===== src/rtl/hex_uart_tx.sv =====
// Debug UART that prints words as fixed-width uppercase hex plus CR LF; HEX_UART_PREFIX_EN adds a "0x" prefix.
// Latency: start bit 2 cycles after the FIFO goes non-empty. Backpressure: ready low when the FIFO is full, and overflow flags dropped words.

// Word FIFO. ready is registered and high when the FIFO is not full. A push while full is dropped.
module hex_uart_tx_fifo #(
   parameter int WIDTH = 32,
   parameter int DEPTH = 4
) (
   input  logic             clk,
   input  logic             reset_n,
   input  logic             push,
   input  logic [WIDTH-1:0] push_dat,
   input  logic             pop,
   output logic [WIDTH-1:0] head_dat,
   output logic             empty,
   output logic             ready
);
   localparam int AW = $clog2(DEPTH);
   localparam logic [AW:0] FULL_CNT = (AW+1)'(DEPTH);

   logic [WIDTH-1:0] mem [DEPTH];
   logic [AW-1:0]    wr_ptr;
   logic [AW-1:0]    rd_ptr;
   logic [AW:0]      count;
   logic [AW:0]      count_nxt;
   logic             do_push;
   logic             do_pop;

   // Gate on the registered ready, so a pop cannot free a slot for a push in the same cycle.
   assign do_push  = push && ready;
   assign do_pop   = pop && !empty;
   assign empty    = (count == '0);
   assign head_dat = mem[rd_ptr];

   always_comb begin
      count_nxt = count;
      if (do_push && !do_pop) begin
         count_nxt = count + 1'b1;
      end else if (!do_push && do_pop) begin
         count_nxt = count - 1'b1;
      end
   end

   always_ff @(posedge clk or negedge reset_n) begin
      if (!reset_n) begin
         wr_ptr <= '0;
         rd_ptr <= '0;
         count  <= '0;
         ready  <= 1'b0;
      end else begin
         if (do_push) wr_ptr <= wr_ptr + 1'b1;
         if (do_pop)  rd_ptr <= rd_ptr + 1'b1;
         count <= count_nxt;
         ready <= (count_nxt != FULL_CNT);
      end
   end

   always_ff @(posedge clk) begin
      if (do_push) mem[wr_ptr] <= push_dat;
   end
endmodule

module hex_uart_tx #(
   parameter int BAUDRATE    = 115200,
   parameter int MASTERCLOCK = 50000000,
   parameter int DIV         = MASTERCLOCK / BAUDRATE,
   parameter int DATA_WIDTH  = 32,
   parameter int FIFO_DEPTH  = 4,
   parameter int STOP_BITS   = 1
) (
   input  logic                  clk,
   input  logic                  reset_n,
   input  logic [DATA_WIDTH-1:0] value,
   input  logic                  value_good,
   output logic                  ready,
   output logic                  tx,
   output logic                  busy,
   output logic                  overflow
);
   localparam int NIB = DATA_WIDTH / 4;
   localparam int NW  = $clog2(NIB + 1);
   localparam int CW  = $clog2(DIV);
   localparam logic [CW-1:0] BAUD_RELOAD = CW'(DIV - 1);
   localparam logic [3:0]    FRAME_BITS  = 4'(8 + STOP_BITS);

   typedef enum logic [2:0] {
      S_IDLE,
`ifdef HEX_UART_PREFIX_EN
      S_PREFIX,
`endif
      S_DIGIT,
      S_CR,
      S_LF
   } seq_state_t;

   function automatic logic [7:0] hex_char(input logic [3:0] n);
      return (n < 4'd10) ? {4'h3, n} : (8'h37 + {4'h0, n});
   endfunction

   logic                  fifo_pop;
   logic [DATA_WIDTH-1:0] fifo_head;
   logic                  fifo_empty;

   hex_uart_tx_fifo #(
      .WIDTH (DATA_WIDTH),
      .DEPTH (FIFO_DEPTH)
   ) u_fifo (
      .clk      (clk),
      .reset_n  (reset_n),
      .push     (value_good),
      .push_dat (value),
      .pop      (fifo_pop),
      .head_dat (fifo_head),
      .empty    (fifo_empty),
      .ready    (ready)
   );

   assign overflow = reset_n && value_good && !ready;

   // Character sequencer
   seq_state_t            seq_state;
   seq_state_t            seq_nxt;
   logic [DATA_WIDTH-1:0] sv;
   logic [DATA_WIDTH-1:0] sv_nxt;
   logic [NW-1:0]         nib;
   logic [NW-1:0]         nib_nxt;
   logic                  chr_vld;
   logic [7:0]            chr_dat;
   logic                  chr_acc;
   logic                  ser_rdy;
`ifdef HEX_UART_PREFIX_EN
   logic                  px_second;
   logic                  px_nxt;
`endif

   assign chr_acc = chr_vld && ser_rdy;

   always_ff @(posedge clk or negedge reset_n) begin
      if (!reset_n) begin
         seq_state <= S_IDLE;
         sv        <= '0;
         nib       <= '0;
`ifdef HEX_UART_PREFIX_EN
         px_second <= 1'b0;
`endif
      end else begin
         seq_state <= seq_nxt;
         sv        <= sv_nxt;
         nib       <= nib_nxt;
`ifdef HEX_UART_PREFIX_EN
         px_second <= px_nxt;
`endif
      end
   end

   always_comb begin
      seq_nxt  = seq_state;
      sv_nxt   = sv;
      nib_nxt  = nib;
      fifo_pop = 1'b0;
      chr_vld  = 1'b0;
      chr_dat  = 8'h00;
`ifdef HEX_UART_PREFIX_EN
      px_nxt   = px_second;
`endif
      case (seq_state)
         S_IDLE: begin
            if (!fifo_empty) begin
               fifo_pop = 1'b1;
               sv_nxt   = fifo_head;
               nib_nxt  = NW'(NIB);
`ifdef HEX_UART_PREFIX_EN
               px_nxt   = 1'b0;
               seq_nxt  = S_PREFIX;
`else
               seq_nxt  = S_DIGIT;
`endif
            end
         end
`ifdef HEX_UART_PREFIX_EN
         S_PREFIX: begin
            chr_vld = 1'b1;
            chr_dat = px_second ? 8'h78 : 8'h30;
            if (chr_acc) begin
               px_nxt = !px_second;
               if (px_second) seq_nxt = S_DIGIT;
            end
         end
`endif
         S_DIGIT: begin
            chr_vld = 1'b1;
            chr_dat = hex_char(sv[DATA_WIDTH-1 -: 4]);
            if (chr_acc) begin
               sv_nxt  = sv << 4;
               nib_nxt = nib - 1'b1;
               if (nib == NW'(1)) seq_nxt = S_CR;
            end
         end
         S_CR: begin
            chr_vld = 1'b1;
            chr_dat = 8'h0D;
            if (chr_acc) seq_nxt = S_LF;
         end
         S_LF: begin
            chr_vld = 1'b1;
            chr_dat = 8'h0A;
            if (chr_acc) seq_nxt = S_IDLE;
         end
         default: seq_nxt = S_IDLE;
      endcase
   end

   // Serializer. A new byte loads on the last cycle of the previous stop bit, so frames are back-to-back.
   logic                 ser_act;
   logic [7+STOP_BITS:0] sh;
   logic [3:0]           bits_left;
   logic [CW-1:0]        baud_cnt;
   logic                 frame_end;

   assign frame_end = ser_act && (baud_cnt == '0) && (bits_left == 4'd0);
   assign ser_rdy   = !ser_act || frame_end;

   always_ff @(posedge clk or negedge reset_n) begin
      if (!reset_n) begin
         ser_act   <= 1'b0;
         sh        <= '0;
         bits_left <= 4'd0;
         baud_cnt  <= BAUD_RELOAD;
         tx        <= 1'b1;
      end else if (chr_acc) begin
         ser_act   <= 1'b1;
         tx        <= 1'b0;
         sh        <= {{STOP_BITS{1'b1}}, chr_dat};
         bits_left <= FRAME_BITS;
         baud_cnt  <= BAUD_RELOAD;
      end else if (ser_act) begin
         if (baud_cnt != '0) begin
            baud_cnt <= baud_cnt - 1'b1;
         end else if (bits_left == 4'd0) begin
            ser_act  <= 1'b0;
            tx       <= 1'b1;
            baud_cnt <= BAUD_RELOAD;
         end else begin
            tx        <= sh[0];
            sh        <= sh >> 1;
            bits_left <= bits_left - 1'b1;
            baud_cnt  <= BAUD_RELOAD;
         end
      end
   end

   assign busy = !fifo_empty || (seq_state != S_IDLE) || ser_act;
endmodule


===== config.mk =====
export PLATFORM = sky130hd
export DESIGN_NAME = hex_uart_tx
export DESIGN_NICKNAME = d
export VERILOG_FILES = /design/src/rtl/hex_uart_tx.sv
export SDC_FILE = /design/constraint.sdc
export NUM_CORES = 1
export LEC_CHECK = 0
export CORE_MARGIN = 4
export CORE_UTILIZATION = 45
export CTS_BUF_LIST = sky130_fd_sc_hd__clkbuf_8
export CTS_CLUSTER_DIAMETER = 30
export DETAILED_ROUTE_END_ITERATION = 16
export GPL_TIMING_DRIVEN = 0
export PLACE_DENSITY = 0.72
export SLEW_MARGIN = 20
export SYNTH_ARGS = -nofsm -noshare
export SYNTH_HDL_FRONTEND = slang
export SYNTH_SLANG_ARGS = --single-unit

===== constraint.sdc =====
create_clock -name clk -period 5.7 [get_ports clk]
set_input_delay 0.855 -clock clk [delete_from_list [all_inputs] [get_ports clk]]
set_output_delay 0.855 -clock clk [all_outputs]
set_load 0.1 [all_outputs]

==> results.md, run 1 <==
- Max-slew violation count: 0
- Dpl hpwl: 11.5 mm
- Synth Warn #: 0
- Area of the multi-input gates: 2750 µm²
- Clk pwr share: 27.2%
- Reg power frac: 60.1%
- Post-Syn Area: 8560 µm²
- Required @ worst endpoint: 4.85 ns
- Pleak: 3.65 nW
- Peak Freq: 247 MHz
- Critical Path Start Type: flop
- Hold Path Class: in2async
- # H-tree levels: 4
- Critical path class: reg2out
- DR DRC count: 0
- Switch Pwr: 0.000776 W
- Number of enable flip-flop cells after synthesis: 128
- R2R Setup Slk: 3.07 ns
- Die height: 146 µm
- Initial core utilization: 45.8%
- First-pass GRT wire length: 27.5 mm
- Area grow syn2layout: 13.3%
- Vias in the first global route: 5474
- Max transition margin: 35.2%
- CP Max Fanout: 10
- Max_cap viols: 0
- GRT Residual Overflow: 0
- Crit path time final: 4.05 ns
- Root Driver: clkbuf_8
- Power Density: 307 nW/µm²
- Number of placed I/O pins: 39
- CTS resizes: 0
- Synthesized instance count: 634
- Reg clk slew, reported paths: 0.10 ns
- Worst Reg-to-Reg Cells: 7
- Nets: 749
- GRT Total Usage: 16.2%
- Flip-flop and latch area: 5600 µm²
- Max rail drop VDD: 150 µV
- Worst-Margin Slew: 0.969 ns
- DR vias: 5222
- Tcrit/Tclk final: 71.1%
- Crit-path leading delay family: buffers and inverters
- CP Capture Type: primary output
- Port buffer count: 38
- Worst setup margin: 1.65 ns
- Proportion of synthesized chip area in sequential cells: 65.4%
- RR Startpoint: seq_state[0]
- Main synth FF type: edfxtp_1
- Unrepaired setup endpoints after global routing: false
- Switch share: 26.1%
- Syn_area_per_cell: 13.5 µm²
- Slowest-stage cell, CP: clkdlybuf4s50_1
- Total CTS buffers: 17
- Fillers: 1531
- Core area: 18700 µm²
- Endpoints failing setup: 0
- Worst-path cell chain: inv_1 -> ha_1 -> clkbuf_1 -> nor2b_1 -> nand2_1 -> clkdlybuf4s50_1
- Skew-Pair Late Insertion Delay: 0.46 ns
- CP Buf/Inv Count: 3
- Largest net degree at the start of global routing: 46
- Final hold violation count: 0
- Reg2reg end: u_fifo.ready
- DRT antenna net count: 0
- Status: finished clean
- Post-layout util: 51.8%
- Design Area, Final: 9700 µm²
- CTS tree: done
- Die area: 21300 µm²
- Clk sinks: 198
- Die Wd: 146 µm
- Routability Congestion: 0.839
- Total power: 0.00298 W
- Synth async-reset ratio: 35.4%
- Share of cells above drive strength 1: 13.5%
- Max clock buf depth: 2
- DR iter-0 viols: 489
- Pint: 0.00220 W
- FF+latch count, synth: 198
- Post-place setup slack: 2.00 ns
- Final Skew: 0.0153 ns
- Count of cell types in the netlist: 48
- Postcts setup bufs: 0
- Pre-antenna DRT Iters: 5
- Combinational power share: 12.6%
- Rows: 50
- Placed cell area: 9340 µm²
- Crit path largest cell delay: 0.97 ns
- Synth Net Count: 687
- Initial antenna violation count: 0
- Routed WL: 16.7 mm
- Diodes inserted: 0
- WL/cell: 17.7 µm
- Routed vias/inst: 5.54
- Worst EP arrival: 3.20 ns
- Hold-fix buffers at CTS: 0
## layout make-up
class | count | area share (%)
buffer | 35 | 1.57
clock buffer | 17 | 2.41
clock inverter | 15 | 1.29
inverter | 17 | 0.658
multi-input combinational | 384 | 28.3
sequential | 198 | 57.8
tap | 234 | 3.02
timing repair buffer | 43 | 4.93
## synth_stat cells (2+ instances only)
cell         n  share of area (%)
edfxtp_1   128                 45
nand2_1    126                5.5
dfrtp_1     64                 19
mux4_2      32                8.4
o21ai_0     32                1.9
and3_1      30                2.2
a31oi_1     26                1.9
clkbuf_1    26                1.1
nor2_1      23                1.0
ha_1        18                2.6
inv_1       17               0.75
nand3_1     13               0.76
a21oi_1     12               0.70
xnor2_1     12                1.2
dfstp_2      6                1.8
mux2i_1      6               0.70
nor3_1       6               0.35
xor2_1       6               0.61
buf_2        5               0.29
buf_4        4               0.35
a2bb2oi_1    3               0.31
nor2b_1      3               0.22
a21boi_0     2               0.18
a22o_1       2               0.20
mux2_2       2               0.26
nand2b_1     2               0.15
nor4_1       2               0.15
nor4b_1      2               0.20
o21ai_1      2               0.12
o22ai_1      2               0.15
or3_1        2               0.15
or3b_2       2               0.20
## kinds of logic after synthesis
kind of cell               count (synthesis)  synth area share [%]
muxes                                     41                  9.56
adders and majority gates                 19                  2.75
buffers and inverters                     52                  2.53
xor gates and xnor gates                  18                  1.84
AOI/OAI and AO/OA                         89                  6.28
DFF                                      198                  65.4
and+or+nand+nor                          217                  11.6
## per-stage QoR
stage	cells	hold slack, ns	setup TNS [ns]
after global placement	906	0.463	-0.176
after detailed placement	911	0.471	0
after CTS	943	0.283	0
after global routing	943	0.284	0
after floorplan	634	0.445	0
final	943	0.286	0
## flip-flops by register name (all words and copies together), names as in the netlist
signal / count
u_fifo.count: 3
u_fifo.wr_ptr: 2
u_fifo.ready: 1
ser_act: 1
u_fifo.mem: 128
seq_state: 2
sv: 32
sh: 9
bits_left: 4
baud_cnt: 9
nib: 4
u_fifo.rd_ptr: 2
tx: 1
## power by group through the flow
stage / combinational (W) / sequential [W] / clock [W]
5_1_grt: 0.000411 / 0.00181 / 0.000895
3_3_place_gp: 0.000324 / 0.00182 / 0
4_1_cts: 0.000385 / 0.00179 / 0.000830
3_5_place_dp: 0.000384 / 0.00182 / 0
6_report: 0.000376 / 0.00179 / 0.000812
2_1_floorplan: 0.000202 / 0.00182 / 0
## metal layers
| metal | up-vias | wire length (µm) | global-route usage, % | share of wire, % |
|---|---|---|---|---|
| met2 | 130 | 8650 | 28.0 | 52 |
| met5 | - | 0 | 0 | 0 |
| met3 | 20 | 651 | 3.24 | 3.9 |
| li1 | 2444 | - | - | - |
| met4 | 0 | 301 | 5.60 | 1.8 |
| met1 | 2628 | 7080 | 20.5 | 42 |
## worst max path at each step
stage	cells past startpoint	to	start
after CTS	6	busy	seq_state[0]
after detailed placement	5	overflow	reset_n
final	6	busy	seq_state[0]
after global routing	6	busy	seq_state[0]
after global placement	4	overflow	reset_n
after floorplan	1	overflow	u_fifo.ready
## cells in the final DEF (no fill, tap or decap), types with 3 or more instances in the layout
cell type / count
a2bb2oi_1: 3
a31oi_1: 26
clkinv_4: 5
a21oi_1: 12
mux4_2: 32
xor2_1: 6
xnor2_1: 12
ha_1: 18
nor2b_1: 3
nor3_1: 6
inv_6: 4
buf_12: 5
clkbuf_8: 17
buf_4: 5
nand2_1: 126
inv_1: 18
buf_2: 5
and3_2: 4
dfrtp_1: 64
dfstp_2: 6
and3_1: 26
nand3_1: 13
clkbuf_1: 26
nor2_1: 23
mux2i_1: 6
o21ai_0: 32
clkinvlp_4: 3
clkdlybuf4s50_1: 37
edfxtp_1: 128
## worst register-to-register path, stage by stage, from the launching register on
cell and delay, ns:
dfrtp_1 0.45, inv_1 0.16, ha_1 0.34, and2_1 0.18
clkbuf_1 0.46, o21ai_0 0.24, xor2_1 0.23, or3b_2 0.46
Power figures use the tool's default switching activity.
==> inputs of run 2 (changes only) <==
Settings changed: PLACE_DENSITY 0.72 to 0.75.
Clock period 5.7 ns to 3.7 ns, I/O delays scaled along.
==> results.md, run 2 (same netlist as run 1, synthesis figures left out) <==
- Max rail drop VDD: 333 µV
- Max clock buf depth: 2
- Share of cells above drive strength 1: 13.7%
- Vias in the first global route: 5556
- Required @ worst endpoint: 3.14 ns
- Pleak: 3.67 nW
- Worst-Margin Slew: 0.965 ns
- Die Wd: 146 µm
- Worst EP arrival: 2.92 ns
- RR Startpoint: seq_state[0]
- Routed vias/inst: 5.56
- WL/cell: 17.6 µm
- Final Skew: 0.00769 ns
- Core area: 18700 µm²
- Max-slew violation count: 0
- Critical path class: in2out
- Placed cell area: 9350 µm²
- Total power: 0.00473 W
- Nets: 750
- Unrepaired setup endpoints after global routing: false
- CP Capture Type: primary output
- Area grow syn2layout: 13.9%
- Die height: 146 µm
- DR DRC count: 0
- Critical Path Start Type: primary input
- First-pass GRT wire length: 27.5 mm
- Hold Path Class: in2async
- Dpl hpwl: 11.5 mm
- DR vias: 5247
- Endpoints failing setup: 0
- Max_cap viols: 0
- Root Driver: clkbuf_8
- Die area: 21300 µm²
- Fillers: 1464
- Tcrit/Tclk final: 93.8%
- Most common cell after layout, fill and taps aside: edfxtp_1
- Biggest regs: u_fifo.mem (128), sv (32)
- Largest Register: u_fifo.mem
- Total CTS buffers: 17
- Status: finished clean
- Port buffer count: 38
- Number of placed I/O pins: 39
- Max transition margin: 35.5%
- CTS tree: done
- Worst Reg-to-Reg Cells: 7
- Diodes inserted: 0
- R2R Setup Slk: 1.14 ns
- Power Density: 485 nW/µm²
- Initial antenna violation count: 0
- Clk sinks: 198
- Design Area, Final: 9760 µm²
- Final hold violation count: 0
- Peak Freq: 288 MHz
- CP Max Fanout: 60
- Initial core utilization: 45.8%
- Most frequent cells in the layout: edfxtp_1, nand2_1, dfrtp_1
- GRT Residual Overflow: 0
- Reg2reg end: sv[26]
- Largest net degree at the start of global routing: 61
- DRT antenna net count: 0
- Routed WL: 16.6 mm
- Rows: 50
- Crit path time final: 3.47 ns
- Skew-Pair Late Insertion Delay: 0.46 ns
- Routability Congestion: 0.870
- GRT Total Usage: 16.2%
- Reg clk slew, reported paths: 0.10 ns
- Pre-antenna DRT Iters: 5
- # H-tree levels: 4
- DR iter-0 viols: 550
- Max reg flops: 128
==> run 2: layout make-up <==
type	count	area (µm²)	share of cell area (%)
Buffer	35	153	1.56
Multi-Input combinational cell	384	2750	28.2
Tap cell	234	293	3.00
Clock inverter	15	168	1.72
Inverter	17	63.8	0.654
Timing Repair Buffer	44	494	5.07
Sequential cell	198	5600	57.4
Clock buffer	17	234	2.40
==> run 2: routing by layer <==
metal  GRT usage (%)  wire length [µm]  vias to the layer above
met5               0                 0                        -
met4            5.51               307                        0
met3            3.33               689                       26
met2            28.2              8670                      148
met1            20.1              6910                     2623
li1                -                 -                     2450
==> run 2: worst max-delay path by stage <==
stage	startpoint	endpoint	slack (ns)	cells after the start
after floorplan	u_fifo.ready	overflow	0.95	1
after global placement	reset_n	overflow	-1.57	4
after detailed placement	seq_state[0]	busy	0.51	6
after CTS	reset_n	overflow	0.16	6
after global routing	reset_n	overflow	0.07	6
final	reset_n	overflow	0.23	6
==> run 2: per-stage QoR <==
| stage | std cells | util, % | hold WS (ns) | setup WS [ns] | setup TNS [ns] |
|---|---|---|---|---|---|
| 3_3_place_gp | 906 | 49.4 | 0.465 | -1.57 | -13.86 |
| 4_1_cts | 944 | 52.2 | 0.460 | 0.161 | 0 |
| 3_5_place_dp | 911 | 50.0 | 0.414 | 0.509 | 0 |
| 5_1_grt | 944 | 52.2 | 0.466 | 0.0675 | 0 |
| 2_1_floorplan | 634 | - | 0.259 | 0.947 | 0 |
| 6_report | 944 | 52.2 | 0.472 | 0.230 | 0 |
==> run 2: timing repair <==
action                                  4_1_cts  5_1_grt
hold buffers                                  1        0
endpoints found under the setup margin        1        0
buffers inserted                              0        0
hold endpoints to repair                      7        0
resized for setup                             1        0
==> run 2: worst max-delay path, cell delays in order <==
cell and delay (ns):
dlygate4sd3_1 0.53, buf_4 0.22, buf_16 0.28, nand2_1 0.09
nor2_1 0.09, clkdlybuf4s50_1 1.13
==> run 2: report_power, final <==
part	total, W	internal (W)	switching (W)
registers	0.00276	0.00268	0.0000811
clock network	0.00139	0.000617	0.000772
logic	0.000582	0.000237	0.000344
==> inputs of run 3 (changes only) <==
Settings changed: ABC_AREA set to 1, REMOVE_ABC_BUFFERS set to 1.
Clock period 3.7 ns to 3.1 ns, I/O delays scaled along.
==> results.md, run 3 <==
- DRT antenna net count: 0
- Post-place setup slack: 0.115 ns
- Root Driver: clkbuf_8
- Peak Freq: 330 MHz
- Synth cell count leaders: edfxtp_1, o21ai_0, nor2_1
- Endpoints failing setup: 0
- Switch share: 28.0%
- Nets: 823
- Critical path class: in2out
- Combinational power share: 11.8%
- Top cell type's share of synthesized area: 46.1%
- HP Start: baud_cnt[8]
- Die height: 144 µm
- Number of enable flip-flop cells after synthesis: 128
- Reg2reg end: sv[14]
- GRT Residual Overflow: 0
- Hold WS: 0.482 ns
- RR Startpoint: seq_state[1]
- Total power: 0.00563 W
- Skew-Pair Late Insertion Delay: 0.47 ns
- FF+latch count, synth: 198
- Setup TNS: 0 ns
- Area leader, netlist: edfxtp_1
- Die Wd: 144 µm
- Routed vias/inst: 5.23
- DR iter-0 viols: 354
- Vias in the first global route: 5170
- Final Skew: 0.0181 ns
- Hold Path Class: reg2reg
- Proportion of synthesized chip area in sequential cells: 67.1%
- Tcrit/Tclk final: 97.7%
- CP Capture Type: primary output
- Count of cell types in the netlist: 34
- Clk pwr share: 30.2%
- Post-Syn Area: 8350 µm²
- Largest Register: u_fifo.mem
- CP Max Fanout: 7
- Main synth FF type: edfxtp_1
- Max_cap viols: 0
- Initial antenna violation count: 0
- WL/cell: 15.4 µm
- Pint: 0.00405 W
- Max rail drop VDD: 382 µV
- Pleak: 3.65 nW
- Most common cell after layout, fill and taps aside: edfxtp_1
- Synth async-reset ratio: 35.4%
- Worst setup margin: 0.0702 ns
- Max clock buf depth: 2
- Synthesized instance count: 738
- Met2 WL: 7.68 mm
- Power Density: 591 nW/µm²
- Rows: 49
- Dpl hpwl: 9.25 mm
- Crit path time final: 3.03 ns
- Total CTS buffers: 17
- Most frequent cells in the layout: edfxtp_1, o21ai_0, nand2_1
- CTS tree: done
- Routed WL: 15.6 mm
- Switch Pwr: 0.00158 W
- Worst EP arrival: 2.56 ns
- Syn_area_per_cell: 11.3 µm²
- Unrepaired setup endpoints after global routing: false
- Required @ worst endpoint: 2.63 ns
- WL met1: 7.04 mm
- Post-layout util: 52.6%
- First-pass GRT wire length: 25.6 mm
- Routability Congestion: 0.783
- Final hold violation count: 0
- # H-tree levels: 4
- Pre-antenna DRT Iters: 5
- Number of placed I/O pins: 39
- Hold endpoint: baud_cnt[8]
- Die area: 20800 µm²
- Ranking of synthesized cells by area: edfxtp_1, dfrtp_1, o21ai_0, nor2_1, nand2_1
- Max-slew violation count: 0
- Uppermost layer routed: met4
- Synth Warn #: 0
- Share of cells above drive strength 1: 9.71%
- Worst-Margin Slew: 1.08 ns
- Initial core utilization: 46.2%
- Core area: 18100 µm²
- Area grow syn2layout: 14.1%
- Max reg flops: 128
- DR WL met3: 730 µm
- R2R Setup Slk: 0.48 ns
- Worst hold stages: 2
- Worst Reg-to-Reg Cells: 8
- Diodes inserted: 0
- Fillers: 1502
- GRT Total Usage: 15.7%
- Reg power frac: 58.0%
- Largest net degree at the start of global routing: 68
- Critical Path Start Type: primary input
- Count leader, synth: edfxtp_1
- DR DRC count: 0
- Reg clk slew, reported paths: 0.10 ns
- Port buffer count: 38
- Max transition margin: 28.2%
- Biggest regs: u_fifo.mem (128), sv (32)
- Status: finished clean
- Clk sinks: 198
- DR vias: 5290
-- run 3: cell types whose count changed in the layout (fill, tap and decap cells not counted), sizes merged, moves of 11 or more --
| cell | delta |
|---|---|
| inv | +37 |
| nor2 | +76 |
| xnor2 | -11 |
| o221ai | +27 |
| mux4 | -32 |
| a31oi | -26 |
| and3 | -30 |
| clkbuf | -25 |
| o21ai | +115 |
| nand2 | -28 |
-- run 3: repair_timing --
item / CTS / global route
endpoints found under the hold margin: 31 / 0
hold buffers: 4 / 0
resized for setup: 1 / 2
setup buffers: 0 / 0
setup endpoints to repair: 1 / 1
-- run 3: power groups by stage --
stage               Combinational [W]  Sequential, W  Clock (W)
global route                 0.000737        0.00329    0.00185
global placement             0.000543        0.00335          0
CTS                          0.000681        0.00327    0.00173
finish                       0.000665        0.00326    0.00170
detailed placement           0.000666        0.00333          0
floorplan                    0.000314        0.00335          0
-- run 3: worst max-delay path by stage --
stage	start	cells after the start	endpoint	slack [ns]
2_1_floorplan	u_fifo.ready	2	u_fifo.mem[0][0]	-0.03
3_3_place_gp	reset_n	4	overflow	-2.26
3_5_place_dp	reset_n	5	overflow	0.11
4_1_cts	reset_n	6	overflow	0.05
5_1_grt	reset_n	6	overflow	0.01
6_report	reset_n	6	overflow	0.07
-- run 3: final cells by class --
type / instances / area, µm² / share of cell area, %
sequential: 198 / 5610 / 58.9
multi-input combinational: 450 / 2390 / 25.1
timing repair buffer: 50 / 611 / 6.41
tap: 229 / 287 / 3.01
clock buffer: 17 / 234 / 2.46
inverter: 53 / 199 / 2.09
clock inverter: 15 / 198 / 2.08
-- run 3: cell families after synthesis --
group | after synthesis | share of synthesized area (%)
multiplexers | 1 | 0.135
XOR/XNOR | 6 | 0.630
adder cells (fa/ha/maj) | 18 | 2.70
buffers and inverters | 90 | 4.63
flip-flops | 198 | 67.1
AO/OA/AOI/OAI | 197 | 13.5
AND/OR/NAND/NOR | 228 | 11.3
-- run 3: routing by layer --
metal | vias to the layer above | global-route usage, %
met3 | 15 | 3.47
li1 | 2645 | -
met1 | 2528 | 20.7
met2 | 102 | 26.5
met5 | - | 0
met4 | 0 | 4.27
-- run 3: metrics by stage --
step	std cells	instance area, µm²
after floorplan	701	8160
after global placement	968	8830
after detailed placement	976	9020
after CTS	1012	9520
after global routing	1012	9520
final	1012	9520
-- run 3: worst max-delay path: stages --
cell,delay (ns)
dlygate4sd3_1,0.53
buf_4,0.16
buf_12,0.14
nand2_1,0.05
nor2_1,0.08
clkdlybuf4s50_1,1.13
